File: config.mk
export PLATFORM = sky130hd
export DESIGN_NAME = apu_reg_uart_tx
export DESIGN_NICKNAME = d
export VERILOG_FILES = /design/src/rtl/apu_reg_uart_tx.sv
export SDC_FILE = /design/constraint.sdc
export NUM_CORES = 1
export LEC_CHECK = 0
export BUFFER_PORTS_ARGS = -buffer_cell sky130_fd_sc_hd__buf_4
export CORE_ASPECT_RATIO = 0.6
export CORE_MARGIN = 3
export CORE_UTILIZATION = 55
export DETAILED_ROUTE_END_ITERATION = 7
export PLACE_DENSITY = 0.77
export REMOVE_ABC_BUFFERS = 1
export SLEW_MARGIN = 20
export SYNTH_ARGS = -nofsm -noshare
export SYNTH_HDL_FRONTEND = slang
export SYNTH_SLANG_ARGS = --single-unit
File: constraint.sdc
create_clock -name clk -period 4.4 [get_ports clk]
set_input_delay 0.88 -clock clk [delete_from_list [all_inputs] [get_ports clk]]
set_output_delay 0.88 -clock clk [all_outputs]
set_load 0.02 [all_outputs]
File: src/rtl/apu_reg_uart_tx.sv
// Encodes a 4-byte square-channel register set into eight nibble-addressed UART frames.
// Optional macro DELTA_ONLY_EN skips nibbles 0..6 that match the last completed transfer.
module apu_reg_uart_tx #(
    parameter int CLK_HZ    = 12_000_000,
    parameter int BAUD      = 9_600,
    parameter int STOP_BITS = 1
) (
    input  logic        clk,
    input  logic        rst,
    input  logic [31:0] reg_data,
    input  logic        reg_valid,
    output logic        reg_ready,
    output logic        tx,
    output logic        busy,
    output logic        done
);
    localparam int DIV = CLK_HZ / BAUD;
    localparam int CW  = (DIV > 1) ? $clog2(DIV) : 1;
    localparam logic [CW-1:0] BAUD_LAST = CW'(DIV - 1);
    localparam logic [2:0]    STOP_LAST = 3'(STOP_BITS - 1);

    generate
        if (STOP_BITS != 1 && STOP_BITS != 2) begin : g_bad_stop_bits
            $fatal(1, "apu_reg_uart_tx: STOP_BITS must be 1 or 2");
        end
    endgenerate

    typedef enum logic [1:0] {IDLE, START, DATA, STOP} state_t;

    state_t        state, state_next;
    logic [CW-1:0] baud_cnt;
    logic [2:0]    bit_cnt;
    logic [2:0]    idx;
    logic [2:0]    first_idx;
    logic [2:0]    next_idx;
    logic [31:0]   shadow;
    logic [7:0]    frame;
    logic          accept;
    logic          bit_end;
    logic          frame_end;
    logic          last_frame;
    logic          done_r;

    assign accept     = reg_valid && reg_ready;
    assign bit_end    = (state != IDLE) && (baud_cnt == BAUD_LAST);
    assign frame_end  = bit_end && (state == STOP) && (bit_cnt == STOP_LAST);
    assign last_frame = (idx == 3'd7);
    assign frame      = {1'b0, idx, shadow[{idx, 2'b00} +: 4]};
    assign done       = done_r;

`ifdef DELTA_ONLY_EN
    logic [31:0] last_sent;
    logic        last_valid;
    logic [7:0]  send_mask;
    logic [7:0]  accept_mask;

    function automatic logic [2:0] lowest_from(input logic [7:0] mask, input logic [2:0] lo);
        logic [2:0] r;
        r = 3'd7;
        for (int i = 7; i >= 0; i--) begin
            if (mask[i] && (3'(i) >= lo)) r = 3'(i);
        end
        return r;
    endfunction

    // Nibble 7 always goes out: the receiver commits all four registers on it.
    always_comb begin
        accept_mask = 8'h80;
        for (int i = 0; i < 7; i++) begin
            accept_mask[i] = !last_valid || (reg_data[4*i +: 4] != last_sent[4*i +: 4]);
        end
    end

    assign first_idx = lowest_from(accept_mask, 3'd0);
    assign next_idx  = lowest_from(send_mask, idx + 3'd1);

    always_ff @(posedge clk or posedge rst) begin
        if (rst) begin
            last_sent  <= 32'd0;
            last_valid <= 1'b0;
            send_mask  <= 8'd0;
        end else begin
            if (accept) send_mask <= accept_mask;
            if (frame_end && last_frame) begin
                last_sent  <= shadow;
                last_valid <= 1'b1;
            end
        end
    end
`else
    assign first_idx = 3'd0;
    assign next_idx  = idx + 3'd1;
`endif

    always_ff @(posedge clk or posedge rst) begin
        if (rst) state <= IDLE;
        else     state <= state_next;
    end

    always_comb begin
        state_next = state;
        case (state)
            IDLE:  if (accept) state_next = START;
            START: if (bit_end) state_next = DATA;
            DATA:  if (bit_end && bit_cnt == 3'd7) state_next = STOP;
            STOP:  if (frame_end) state_next = last_frame ? IDLE : START;
            default: state_next = IDLE;
        endcase
    end

    always_comb begin
        reg_ready = (state == IDLE);
        busy      = (state != IDLE);
        case (state)
            START:   tx = 1'b0;
            DATA:    tx = frame[bit_cnt];
            default: tx = 1'b1;
        endcase
    end

    // The baud counter is held at zero while idle so every frame starts phase-aligned.
    always_ff @(posedge clk or posedge rst) begin
        if (rst) begin
            baud_cnt <= '0;
            bit_cnt  <= 3'd0;
            idx      <= 3'd0;
            shadow   <= 32'd0;
            done_r   <= 1'b0;
        end else begin
            done_r <= frame_end && last_frame;
            if (state == IDLE || bit_end) baud_cnt <= '0;
            else                          baud_cnt <= baud_cnt + 1'b1;
            if (bit_end) begin
                if ((state == DATA && bit_cnt != 3'd7) || (state == STOP && bit_cnt != STOP_LAST))
                    bit_cnt <= bit_cnt + 3'd1;
                else
                    bit_cnt <= 3'd0;
            end
            if (accept) begin
                shadow <= reg_data;
                idx    <= first_idx;
            end else if (frame_end && !last_frame) begin
                idx <= next_idx;
            end
        end
    end
endmodule

==> out/qor.yml <==
status:
  outcome: "complete, no violations"
floorplanning:
  dieArea_um2: 5682
  start_util_pct: 60.59
  core-area_um2: 4347
  io_pins: 39
  rows: 18
  die_h_um: 59.60
  die_w_um: 95.34
synthesis:
  ys_ff_latch: 52
  yosys_warnings: 0
  syn_inst: 224
  ys_seq_area_share_pct: 49.41
  netlist_area_um2: 2634
  synth_cell_types: 37
  syn_area_per_cell_um2: 11.76
clock_tree:
  cts_resized: 0
  cts.clk_slew.worst_paths_ps: 90
  holdBufCountCts: 0
  cts_tree: "yes"
  cts_inserted_buffers: 5
  cts_sinks: 52
  clk_latency_ps: 300
  postCtsSetupBuffers: 0
  root_buffer: "clkbuf_8"
  clockBufferDepth: 2
  cts_max_level: 2
timing:
  timing.final.ws_setup_ps: 1144
  tns_ps: 0
  min_period_ps: 3256
  finalHoldViolCount: 0
  slew_violations: 0
  finalCritPeriodShare_pct: 74.00
  fin_worst_skew_ps: 8.527
  fmax_ghz: 0.3071
  rsz0062_at_grt: "no"
  slew_headroom_pct: 40.18
  worst_slew_pin_slew_ps: 897.3
  finalSetupViolCount: 0
route:
  drtAntennaViolNets: 0
  routedWlPerCell_um: 15.47
  post-route-drc-count: 0
  dr.first_iter.drc_count: 103
  num_vias: 1772
  drt_pass1_iterations: 4
  vias_per_cell: 5.503
  finalWirelength_um: 4982
final_layout:
  fillCellCount: 327
  final_cell_mix: "dfrtp_1, buf_4, mux2_2"
  final_nets: 308
  multi_input_area_um2: 1245
  mostFrequentLayoutCell: "dfrtp_1"
  ff_latch_area_um2: 1301
  area_delta_synth_final_pct: 15.91
  drive_above_1_share_pct: 33.59
  antennaDiodeCount: 0
worst_setup_path:
  cp-start-kind: "flip-flop"
  worstPathRequired_ps: 3520
  r2r-end: "state[1]"
  reg2reg_slack_ps: 2360
  worstReg2RegStart: "state[1]"
  setup.worst_path.class: "reg -> out"
  crit_arrival_ps: 2380
  worst_setup_path_end_kind: "output port"
  path_max_fanout: 19
  rr_worst_depth: 7
placement:
  dp_hpwl_um: 3745
  io_buffers: 38
  place.gp.congestion: 0.8943
  pre_cts_slack_ps: 1500
hold_path:
  min_from: "shadow[9]"
  min_path_type: "reg -> reg"
  min_to: "shadow[9]"
  whs_path_depth: 1
global_route:
  antenna_found_initial: 0
  track_usage_pct: 19.68
  grt_pass1_vias: 1731
  grt_max_degree: 53
  grt_pass1_wl_um: 8404
  grt-ovfl-total: 0
pwr:
  finalPower_uw: 795.6
  p_per_area_nw_per_um2: 260.6
  peakVddDrop_uv: 181.3
  cellLeakagePower_uw: 0.001595
flow_run:
  cap_violations: 0
[cell usage after synthesis (all sizes together)]
| library cell | n | area [um2] |
|---|---|---|
| a21oi | 2 | 13.76 |
| a31oi | 1 | 6.260 |
| nand3 | 18 | 90.09 |
| nand2b | 1 | 6.260 |
| a311o | 1 | 10.01 |
| nor4b | 1 | 23.77 |
| buf | 3 | 23.77 |
| nor2 | 18 | 67.56 |
| and2b | 1 | 8.760 |
| a211oi | 3 | 22.52 |
| inv | 11 | 41.29 |
| dfrtp | 52 | 1301 |
| nor2b | 2 | 12.51 |
| o21ai | 9 | 45.04 |
| xor2 | 4 | 35.03 |
| a41oi | 2 | 17.52 |
| nand4b | 1 | 8.760 |
| nand4 | 1 | 6.260 |
| ha | 12 | 150.1 |
| xnor2 | 5 | 43.79 |
| clkbuf | 6 | 22.52 |
| o2bb2ai | 1 | 8.760 |
| nand2 | 7 | 26.28 |
| a31o | 1 | 8.760 |
| mux2i | 17 | 170.2 |
| and3 | 2 | 13.77 |
| and4 | 3 | 27.53 |
| or2 | 1 | 8.760 |
| mux2 | 33 | 375.4 |
| a22oi | 4 | 30.03 |
| a21o | 1 | 7.510 |
[per-stage QoR]
step / instances / area (um2) / utilization (%) / hold slack [ps]
2_1_floorplan: 215 / 2587 / - / 478.8
3_3_place_gp: 314 / 2955 / 67.99 / 492.1
3_5_place_dp: 314 / 2955 / 67.99 / 496.2
4_1_cts: 322 / 3052 / 70.21 / 521.0
5_1_grt: 322 / 3053 / 70.24 / 536.9
6_report: 322 / 3053 / 70.24 / 519.1
[layer usage]
layer / global-route usage (%) / part of all wire (%)
met5: 0 / 0
met1: 30.00 / 54
met2: 27.26 / 40
met3: 5.838 / 5.3
met4: 4.928 / 0.82
[how the worst max path moves through the flow]
| stage | endpoint | start | cells past startpoint | slack (ps) |
|---|---|---|---|---|
| global placement | tx | idx[1] | 6 | 1560 |
| floorplan | tx | idx[1] | 5 | 1790 |
| detailed placement | tx | idx[1] | 6 | 1500 |
| finish | tx | idx[1] | 6 | 1140 |
| global route | tx | idx[1] | 6 | 1030 |
| CTS | tx | idx[1] | 6 | 1150 |
[registers in the layout, summed over array words and instances, names as in the netlist]
name,flops
done,1
state,2
bit_cnt,3
shadow,32
baud_cnt,11
idx,3
[logic make-up (layout without fill, tap and decap cells)]
| group | count (synthesis) | in the layout | synth area share (%) |
|---|---|---|---|
| and+or+nand+nor | 56 | 56 | 11.40 |
| DFF | 52 | 52 | 49.41 |
| muxes | 50 | 50 | 20.71 |
| AOI/OAI and AO/OA | 25 | 25 | 6.461 |
| buffers and inverters | 20 | 58 | 3.325 |
| adders and majority gates | 12 | 12 | 5.701 |
| xor gates and xnor gates | 9 | 9 | 2.993 |
[where the power goes]
part	switching, uW	total [uW]	internal (uW)
clock network	157	286	129
registers	0	477	477
logic	12.8	31.9	19.1
total	170	796	625
[worst max-delay path: stages (launching register included)]
cell and delay, ps:
dfrtp_1 940, mux2i_1 170, a211oi_1 330, nand3_1 110, a41oi_1 230, a311o_1 150
buf_4 140
[final cells by class]
cell class / count / area share (%)
clock buffer: 6 / 2.705
clock inverter: 2 / 0.4508
inverter: 11 / 1.393
multi-input combinational: 152 / 40.78
sequential: 52 / 42.62
tap: 60 / 2.459
timing repair buffer: 39 / 9.590
(Power assumes the default switching activity.)
